$ cat config.mk
export PLATFORM = sky130hd
export DESIGN_NAME = rr_mux_arbiter_flat
export DESIGN_NICKNAME = d
export VERILOG_FILES = /design/src/rtl/rr_mux_arbiter_pkg.sv /design/src/rtl/rr_mux_arbiter_if.sv /design/src/rtl/mux_n1.sv /design/src/rtl/rr_mux_arbiter_pick.sv /design/src/rtl/rr_mux_arbiter.sv /design/src/flat_wrapper.sv
export SDC_FILE = /design/constraint.sdc
export NUM_CORES = 1
export LEC_CHECK = 0
export BUFFER_PORTS_ARGS = -buffer_cell sky130_fd_sc_hd__buf_2
export CORE_MARGIN = 2
export CORE_UTILIZATION = 58
export CTS_CLUSTER_DIAMETER = 60
export CTS_CLUSTER_SIZE = 24
export DETAILED_ROUTE_END_ITERATION = 10
export GPL_ROUTABILITY_DRIVEN = 0
export PLACE_DENSITY = 0.81
export RECOVER_POWER = 100
export SLEW_MARGIN = 10
export SYNTH_ARGS = -nofsm -noshare
export SYNTH_HDL_FRONTEND = slang
export SYNTH_SLANG_ARGS = --single-unit
$ cat constraint.sdc
create_clock -name clk -period 4.6 [get_ports clk]
set_clock_uncertainty 0.2 [all_clocks]
set_input_delay 0.92 -clock clk [delete_from_list [all_inputs] [get_ports clk]]
set_output_delay 0.92 -clock clk [all_outputs]
set_load 0.005 [all_outputs]
$ cat src/rtl/rr_mux_arbiter_pkg.sv
// Shared types and helpers for the round-robin mux arbiter.
package rr_mux_arbiter_pkg;

   typedef enum logic {
      IDLE,
      GRANT
   } state_t;

   localparam int MAXN = 64;

   function automatic logic [MAXN-1:0] to_onehot(
      input int unsigned idx
   );
      to_onehot = '0;
      to_onehot[idx[5:0]] = 1'b1;
   endfunction

endpackage

$ cat src/rtl/rr_mux_arbiter_if.sv
// Request/data/grant bundle between requesters and the arbiter.
interface rr_mux_arbiter_if #(
   parameter int N = 8,
   parameter int M = $clog2(N)
);

   logic [N-1:0] req;
   logic [N-1:0] inp;
   logic [N-1:0] grant;
   logic [M-1:0] select;
   logic         out;
   logic         out_valid;

   modport master (
      output req, inp,
      input  grant, select, out, out_valid
   );

   modport slave (
      input  req, inp,
      output grant, select, out, out_valid
   );

endinterface

$ cat src/rtl/mux_n1.sv
// Parameterized N-to-1 single-bit multiplexer.
module mux_n1 #(
   parameter int N = 8,
   parameter int M = $clog2(N)
) (
   input  logic [N-1:0] d,
   input  logic [M-1:0] sel,
   output logic         y
);

   assign y = d[sel];

endmodule

$ cat src/rtl/rr_mux_arbiter_pick.sv
// Masked priority scan: first set request at or after ptr, mod N.
module rr_pick #(
   parameter int N = 8,
   parameter int M = $clog2(N)
) (
   input  logic [N-1:0] req,
   input  logic [M-1:0] ptr,
   output logic [M-1:0] win,
   output logic         any
);

   logic [M-1:0] idx;

   always_comb begin
      win = '0;
      any = 1'b0;
      idx = '0;
      for (int k = 0; k < N; k++) begin
         idx = ptr + M'(k);
         if (!any && req[idx]) begin
            any = 1'b1;
            win = idx;
         end
      end
   end

endmodule

$ cat src/rtl/rr_mux_arbiter.sv
// Round-robin owner selection with hold limit driving a shared N:1 mux.
module rr_mux_arbiter
   import rr_mux_arbiter_pkg::*;
#(
   parameter int N        = 8,
   parameter int M        = $clog2(N),
   parameter int MAX_HOLD = 4
) (
   input  logic         clk,
   input  logic         rst_n,
   rr_mux_arbiter_if.slave bus
);

   localparam int HW = (MAX_HOLD > 1) ? $clog2(MAX_HOLD) : 1;
   localparam logic [HW-1:0] LAST = HW'(MAX_HOLD - 1);

   state_t        state;
   logic [M-1:0]  ptr;
   logic [M-1:0]  win;
   logic [M-1:0]  sel_q;
   logic [HW-1:0] hold_cnt;
   logic [N-1:0]  grant_q;
   logic          out_q;
   logic          vld_q;
   logic          any;
   logic          mux_y;
   logic          own;
   logic          others;
   logic          hold_exp;
   logic          take;

   rr_pick #(.N(N), .M(M)) u_pick (
      .req (bus.req),
      .ptr (ptr),
      .win (win),
      .any (any)
   );

   mux_n1 #(.N(N), .M(M)) u_mux (
      .d   (bus.inp),
      .sel (sel_q),
      .y   (mux_y)
   );

   // grant_q is zero in IDLE, so own=0 and others=any there
   assign own      = |(bus.req & grant_q);
   assign others   = |(bus.req & ~grant_q);
   assign hold_exp = (hold_cnt == LAST);
   assign take     = any && (!own || (hold_exp && others));

   always_ff @(posedge clk or negedge rst_n) begin
      if (!rst_n) begin
         state    <= IDLE;
         ptr      <= '0;
         hold_cnt <= '0;
         grant_q  <= '0;
         sel_q    <= '0;
         out_q    <= 1'b0;
         vld_q    <= 1'b0;
      end else begin
         vld_q <= |grant_q;
         if (|grant_q) out_q <= mux_y;
         unique case (state)
            IDLE: begin
               if (take) begin
                  state    <= GRANT;
                  grant_q  <= N'(to_onehot(32'(win)));
                  sel_q    <= win;
                  ptr      <= win + M'(1);
                  hold_cnt <= '0;
               end
            end
            GRANT: begin
               if (!any) begin
                  state   <= IDLE;
                  grant_q <= '0;
               end else if (take) begin
                  grant_q  <= N'(to_onehot(32'(win)));
                  sel_q    <= win;
                  ptr      <= win + M'(1);
                  hold_cnt <= '0;
               end else if (!hold_exp) begin
                  hold_cnt <= hold_cnt + 1'b1;
               end
            end
         endcase
      end
   end

   assign bus.grant     = grant_q;
   assign bus.select    = sel_q;
   assign bus.out       = out_q;
   assign bus.out_valid = vld_q;

endmodule

$ cat src/flat_wrapper.sv
// flat-port wrapper written by rule: the top's interface ports become plain ports
module rr_mux_arbiter_flat import rr_mux_arbiter_pkg::*;
#(
   parameter int N        = 8,
   parameter int M        = $clog2(N),
   parameter int MAX_HOLD = 4
)
  (clk, rst_n, bus_req, bus_inp, bus_grant, bus_select, bus_out, bus_out_valid);
  rr_mux_arbiter_if #(.N(N), .M(M)) bus_i ();
  input  logic clk;
  input  logic rst_n;
  input wire logic [$bits(bus_i.req)-1:0] bus_req;
  input wire logic [$bits(bus_i.inp)-1:0] bus_inp;
  output wire logic [$bits(bus_i.grant)-1:0] bus_grant;
  output wire logic [$bits(bus_i.select)-1:0] bus_select;
  output wire logic [$bits(bus_i.out)-1:0] bus_out;
  output wire logic [$bits(bus_i.out_valid)-1:0] bus_out_valid;
  assign bus_i.req = bus_req;
  assign bus_i.inp = bus_inp;
  assign bus_grant = bus_i.grant;
  assign bus_select = bus_i.select;
  assign bus_out = bus_i.out;
  assign bus_out_valid = bus_i.out_valid;
  rr_mux_arbiter #(.N(N), .M(M), .MAX_HOLD(MAX_HOLD)) u_core (.clk(clk), .rst_n(rst_n), .bus(bus_i));
endmodule
==> results.toml, run 1 <==
[setup_path]
cp-start-kind = "flip-flop"
slowest_stage = "dfrtp_1"
reg2reg_to = "u_core.ptr[2]"
rrSetupSlack_ps = 500
crit_chain = "inv_1, ha_1, buf_4, mux2i_1, mux4_1, or2_0, a311o_1, o2bb2ai_1, a2111oi_0, o31ai_1"
crit_family = "compound AO/OA/AOI/OAI gates"
slowest_delay_ps = 670
reg2regPathDepth = 10
crit_type = "flip-flop to flip-flop"
rr_startpoint = "u_core.ptr[1]"
cp.required_ps = 4590
critPathBufInv = 2
crit_fanout = 16
worstPathArrival_ps = 4090
endpoint_kind = "flip-flop"

[route]
dr.pass1.iters = 5
routed-wl-met2_um = 2570
drc_errors = 0
drtIter0Drc = 221
antenna_left = 0
dr_wl_met3_um = 302
met1_length_um = 2050
routed.top_layer = "met4"
vias_per_cell = 6.77
wl_um = 5080
num_vias = 1910
wire_per_inst_um = 18.0

[run_status]
status = "complete, no violations"

[clock_network]
clock_latency_ps = 320
clkTransAtPathRegs_ps = 110
clk_path_buf_depth = 2
cts-hold-fix-buffers = 0
cts-resized-gates = 0
cts_setup_buffers = 0
clock-sinks = 19
tritoncts = "yes"
htreeDepth = 1
cts_root_buffer = "clkbuf_4"
cts_buffers = 3

[global_route]
grt_max_degree = 23
track_usage_pct = 26.2
grt_overflow = 0
antenna_found_initial = 0
grt_pass1_vias = 1740
grt_pass1_wl_um = 8290

[floorplan]
die_y_um = 63.4
io_pins = 31
core_area_um2 = 3360
row_count = 21
start_util_pct = 60.8
die_x_um = 63.4
die_area_um2 = 4020

[synth]
yosysSeqAreaShare_pct = 23.2
synthCells = 216
synth_flop_cell = "dfrtp_1"
synth_cell_type_count = 60
synth_fp_nets = 237
synthArstFlopShare_pct = 100
synth_enable_flop_cells = 0
mappedNetlistArea_um2 = 2050
synth.avg_cell_area_um2 = 9.47
synth.ff_latch_count = 19
yosys_warnings = 0

[finish]
fillers = 312
multi_input_area_um2 = 1400
synthToLayoutAreaGrowth_pct = 6.79
drive_above_1_share_pct = 20.8
fin_area_um2 = 2180
layoutNonFillerInstCount = 282
ff_latch_area_um2 = 475
nets = 258
n_antenna_cell = 0

[sta]
worst_hold_slack_ps = 343
fmax_mhz = 244
final.period_utilization_pct = 89.0
final_hold_viol_count = 0
maxSlewViolCount = 0
layout_min_cycle_time_ps = 4100
rsz0062_at_grt = "no"
worstMarginPinSlew_ps = 971
finalSetupViolCount = 0
relSlewSlack_pct = 35.3
fin_tns_setup_ps = 0

[pwr]
p_total_mw = 1.91
peakVddDrop_mv = 0.518
p_leak_nw = 0.955
p_per_area_nw_per_um2 = 873

[worst_hold_path]
holdPathStages = 2
whs_endpoint = "u_core.bus.out"
hold_path_startpoint = "u_core.bus.out"
hold_class = "flip-flop to flip-flop"

[placed_design]
port-buffer-count = 30
place_inst = 278
dp_hpwl_um = 3790
placedInstanceArea_um2 = 2170

[run]
cap_viol_max_count = 0
cells by family after synthesis:
family / Yosys count / synth area share (%)
compound gates: 66 / 24.6
xor+xnor: 2 / 0.856
fa+ha+maj: 3 / 1.84
buf+inv: 33 / 8.01
flops: 19 / 23.2
mux: 38 / 28.2
simple gates: 55 / 13.3
registers in the layout (all words and copies together) (netlist names):
name	count
u_core.bus.grant	8
u_core.bus.out	1
u_core.bus.out_valid	1
u_core.bus.select	3
u_core.hold_cnt	2
u_core.ptr	3
u_core.state	1
layout by cell type (no fill, tap or decap), types with 8 or more instances in the layout:
cell type and instances:
nand2_1 17, buf_2 26, inv_1 16, mux2i_1 16, mux4_2 8, dfrtp_1 19, a21oi_1 8, a22oi_1 9
o22ai_1 9, nor2_1 12
layout make-up:
class                      count  share of cell area, %
clock buffer                   3                   1.03
clock inverter                 1                  0.344
inverter                      17                   2.92
multi-input combinational    164                   64.0
sequential                    19                   21.8
tap                           46                   2.63
timing repair buffer          32                   7.33
synthesized netlist by cell type, types with 3 or more instances:
| master | n | area share (%) |
|---|---|---|
| o22ai_1 | 9 | 2.8 |
| dfrtp_1 | 19 | 23 |
| buf_2 | 6 | 1.5 |
| a32o_1 | 3 | 1.5 |
| nor4_1 | 4 | 1.2 |
| mux2_2 | 6 | 3.3 |
| nor2_1 | 12 | 2.2 |
| o31ai_1 | 6 | 2.2 |
| mux4_1 | 5 | 6.4 |
| ha_1 | 3 | 1.8 |
| nand3_1 | 3 | 0.73 |
| nand2_1 | 16 | 2.9 |
| inv_1 | 16 | 2.9 |
| a21oi_1 | 8 | 2.0 |
| nand2b_1 | 6 | 1.8 |
| clkbuf_1 | 5 | 0.92 |
| nor3_1 | 3 | 0.73 |
| o21ai_0 | 3 | 0.73 |
| o211ai_1 | 4 | 1.5 |
| a22oi_1 | 9 | 3.3 |
| mux2i_1 | 16 | 7.8 |
| mux4_2 | 8 | 8.8 |
power by group:
part	switching (mW)	total, mW	internal, mW
logic	0.821	1.48	0.659
clock network	0.0559	0.0892	0.0333
registers	0.101	0.338	0.236
tightest hold or removal path, cell delays in order (launching register included):
cell	delay, ps
dfrtp_1	360
nor2_1	50
a21oi_1	100
per-stage QoR:
stage          worst slack [ps]  util (%)
2_1_floorplan               937         -
3_3_place_gp                737      64.5
3_5_place_dp                671      64.5
4_1_cts                     618      65.4
5_1_grt                     254      65.0
6_report                    504      65.0
metal layers:
metal,global-route usage (%),vias to the layer above
met4,13.0,0
met1,34.3,915
met5,0,-
met2,43.6,97
li1,-,885
met3,2.32,13
how the worst max path moves through the flow:
stage                     slack (ps)           from                   to  depth (start not counted)
after floorplan                  940  u_core.ptr[0]  u_core.bus.grant[4]                         12
after global placement           740  u_core.ptr[1]        u_core.ptr[2]                         10
after detailed placement         670  u_core.ptr[1]  u_core.bus.grant[4]                          9
after CTS                        620  u_core.ptr[1]  u_core.bus.grant[4]                          9
after global routing             250  u_core.ptr[1]        u_core.ptr[2]                         10
final                            500  u_core.ptr[1]        u_core.ptr[2]                         10
(Power assumes the default switching activity.)
==> run 2: changes to the inputs <==
SYNTH_HIERARCHICAL = 1   (was unset)
TNS_END_PERCENT = 100   (was unset)
==> run 2 against run 1 <==
Against the previous run:
- clock power up 35%
- largest cell class unchanged
- highest routed layer unchanged
- hold slack worse by 32 ps
- utilization shrank 0.14 points
- synthesized area grew 4.5%
- sequential power fell by 2%
- synthesized cell count decreased by 0.93%
- global-route usage grew 1.1 points
- fmax is 1.4% lower
- first-iteration DRC count down 33%
- register-to-register slack lost 60 ps
- flip-flop and latch count stayed put
- combinational power rose by 12%
==> results.toml, run 2 <==
[setup_path]
rrSetupSlack_ps = 450
cp-start-kind = "flip-flop"
crit_fanout = 17
worstPathArrival_ps = 4110
reg2regPathDepth = 11
endpoint_kind = "flip-flop"
crit_type = "flip-flop to flip-flop"
cp.required_ps = 4550
reg2reg_to = "u_core/ptr[1]"
rr_startpoint = "u_core/ptr[1]"

[route]
met1_length_um = 2250
dr_wl_met3_um = 322
wl_um = 5320
routed.top_layer = "met4"
num_vias = 1908
drtIter0Drc = 148
antenna_left = 0
wire_per_inst_um = 18.4
drc_errors = 0
dr.pass1.iters = 4
vias_per_cell = 6.60
routed-wl-met2_um = 2600

[sta]
layout_min_cycle_time_ps = 4150
relSlewSlack_pct = 30.9
maxSlewViolCount = 0
rsz0062_at_grt = "no"
finalSetupViolCount = 0
fmax_mhz = 241
fin_tns_setup_ps = 0
final_hold_viol_count = 0
worstMarginPinSlew_ps = 1040
final.period_utilization_pct = 90.3

[floorplan]
row_count = 22
io_pins = 31
die_y_um = 64.7
start_util_pct = 59.3
die_x_um = 64.7
die_area_um2 = 4190
core_area_um2 = 3610

[pwr]
p_per_area_nw_per_um2 = 901
peakVddDrop_mv = 0.456
p_total_mw = 2.11
p_leak_nw = 1.02

[run_status]
status = "complete, no violations"

[synth]
yosys_warnings = 6
synthTopCellsByCount = "23 x nand2_1, 19 x dfrtp_1, 16 x inv_1, 16 x mux2i_1, 12 x nor2_1"
synth_area_leaders = "dfrtp_1 22%, mux4_2 11%, mux4_1 8.6%"
synth_top_family_by_area = "multiplexers"
synth_fp_nets = 236
synth_compound_area_share_pct = 15.7
yosysSeqAreaShare_pct = 22.2
mappedNetlistArea_um2 = 2140
synth_top_cell_area_share_pct = 22.2
synth_top_cell_by_area = "dfrtp_1"
synth_cell_type_count = 61
synthCells = 214
synth_flop_cell = "dfrtp_1"
yosysMostFrequentCell = "nand2_1"
yosys.area_share.xor_xnor_pct = 2.05
synth-simple-area-share_pct = 15.9
synth_fa_ha_area_share_pct = 2.34
synthArstFlopShare_pct = 100
synth_enable_flop_cells = 0
synth.area.mux_share_pct = 34.3
synth.ff_latch_count = 19
synth.avg_cell_area_um2 = 9.99

[global_route]
grt_pass1_wl_um = 8920
grt_max_degree = 22
grt_overflow = 0
antenna_found_initial = 0
track_usage_pct = 27.3
grt_pass1_vias = 1827

[finish]
layoutNonFillerInstCount = 289
n_antenna_cell = 0
final_util_pct = 64.8
fillers = 308
nets = 264
final_cell_mix = "25 x buf_2, 23 x nand2_1, 19 x dfrtp_1"
multi_input_area_um2 = 1510
largest_reg_flops = 8
synthToLayoutAreaGrowth_pct = 9.30
final_common_cell = "buf_2"
ff_latch_area_um2 = 475
drive_above_1_share_pct = 28.2

[placed_design]
place_inst = 285
port-buffer-count = 30
dp_hpwl_um = 3790

[worst_hold_path]
whs_endpoint = "u_core/bus.out"
holdPathStages = 1
hold_path_startpoint = "u_core/bus.out"
hold_class = "flip-flop to flip-flop"

[clock_network]
cts_root_buffer = "clkbuf_8"
clkTransAtPathRegs_ps = 70
cts_buffers = 3
cts-hold-fix-buffers = 0
cts-resized-gates = 0
clock-sinks = 19
htreeDepth = 1
tritoncts = "yes"
clock_latency_ps = 260
cts_setup_buffers = 0
clk_path_buf_depth = 2

[run]
cap_viol_max_count = 0
==> run 2: cell types whose count changed in the layout (fill, tap and decap cells not counted), sizes merged, moves of 3 or more <==
cell / change
a22oi: -8
a32o: -3
and3: +3
clkbuf: +3
mux2: +3
mux4: +4
nand2: +6
nand2b: -4
o211ai: -3
o21ai: +4
o22ai: -5
o31ai: -6
==> run 2: per-stage QoR <==
step / setup WS [ps] / cell area, µm² / hold WS [ps]
floorplan: 616 / 2140 / 276
global placement: 512 / 2300 / 290
detailed placement: 468 / 2300 / 290
CTS: 501 / 2350 / 316
global route: 165 / 2340 / 370
finish: 447 / 2340 / 311
==> run 2: layer usage <==
metal	vias to the layer above	GRT usage (%)
met1	904	37.8
met5	-	0
li1	882	-
met4	0	10.9
met3	19	2.95
met2	103	43.9
==> run 2: kinds of logic (layout without fill, tap and decap cells) <==
| logic type | count (synthesis) | count (layout) |
|---|---|---|
| compound gates | 45 | 45 |
| xor+xnor | 5 | 5 |
| buf+inv | 30 | 57 |
| mux | 46 | 46 |
| fa+ha+maj | 4 | 4 |
| flops | 19 | 19 |
| simple gates | 65 | 65 |
==> run 2: power by group <==
group / total [mW] / switching, mW / internal [mW]
Sequential: 0.330 / 0.0918 / 0.238
Clock: 0.120 / 0.0592 / 0.0605
Combinational: 1.66 / 0.869 / 0.788
Total: 2.11 / 1.02 / 1.09
==> run 2: final cells by class <==
class | count | share of cell area (%)
well taps | 48 | 2.57
multi-input cells | 165 | 64.4
flip-flops and latches | 19 | 20.3
clock inverters | 1 | 0.214
repair buffers | 36 | 7.98
inverters | 17 | 2.73
clock buffers | 3 | 1.77
==> run 2: critical path, cell delays in order, from the launching register on <==
cell	delay, ps
dfrtp_1	350
clkbuf_2	410
ha_1	510
mux2i_1	150
and3_2	220
o41a_1	430
o21ai_2	280
nor2_1	110
o311a_1	120
a31oi_1	620
ha_1	370
mux2_2	270
==> run 2: how the worst max path moves through the flow <==
| stage | start | end |
|---|---|---|
| floorplan | u_core/ptr[1] | u_core/ptr[1] |
| global placement | bus_req[2] | u_core/ptr[1] |
| detailed placement | bus_req[2] | u_core/ptr[1] |
| CTS | u_core/ptr[1] | u_core/ptr[1] |
| global route | u_core/ptr[1] | u_core/ptr[2] |
| finish | u_core/ptr[1] | u_core/ptr[1] |
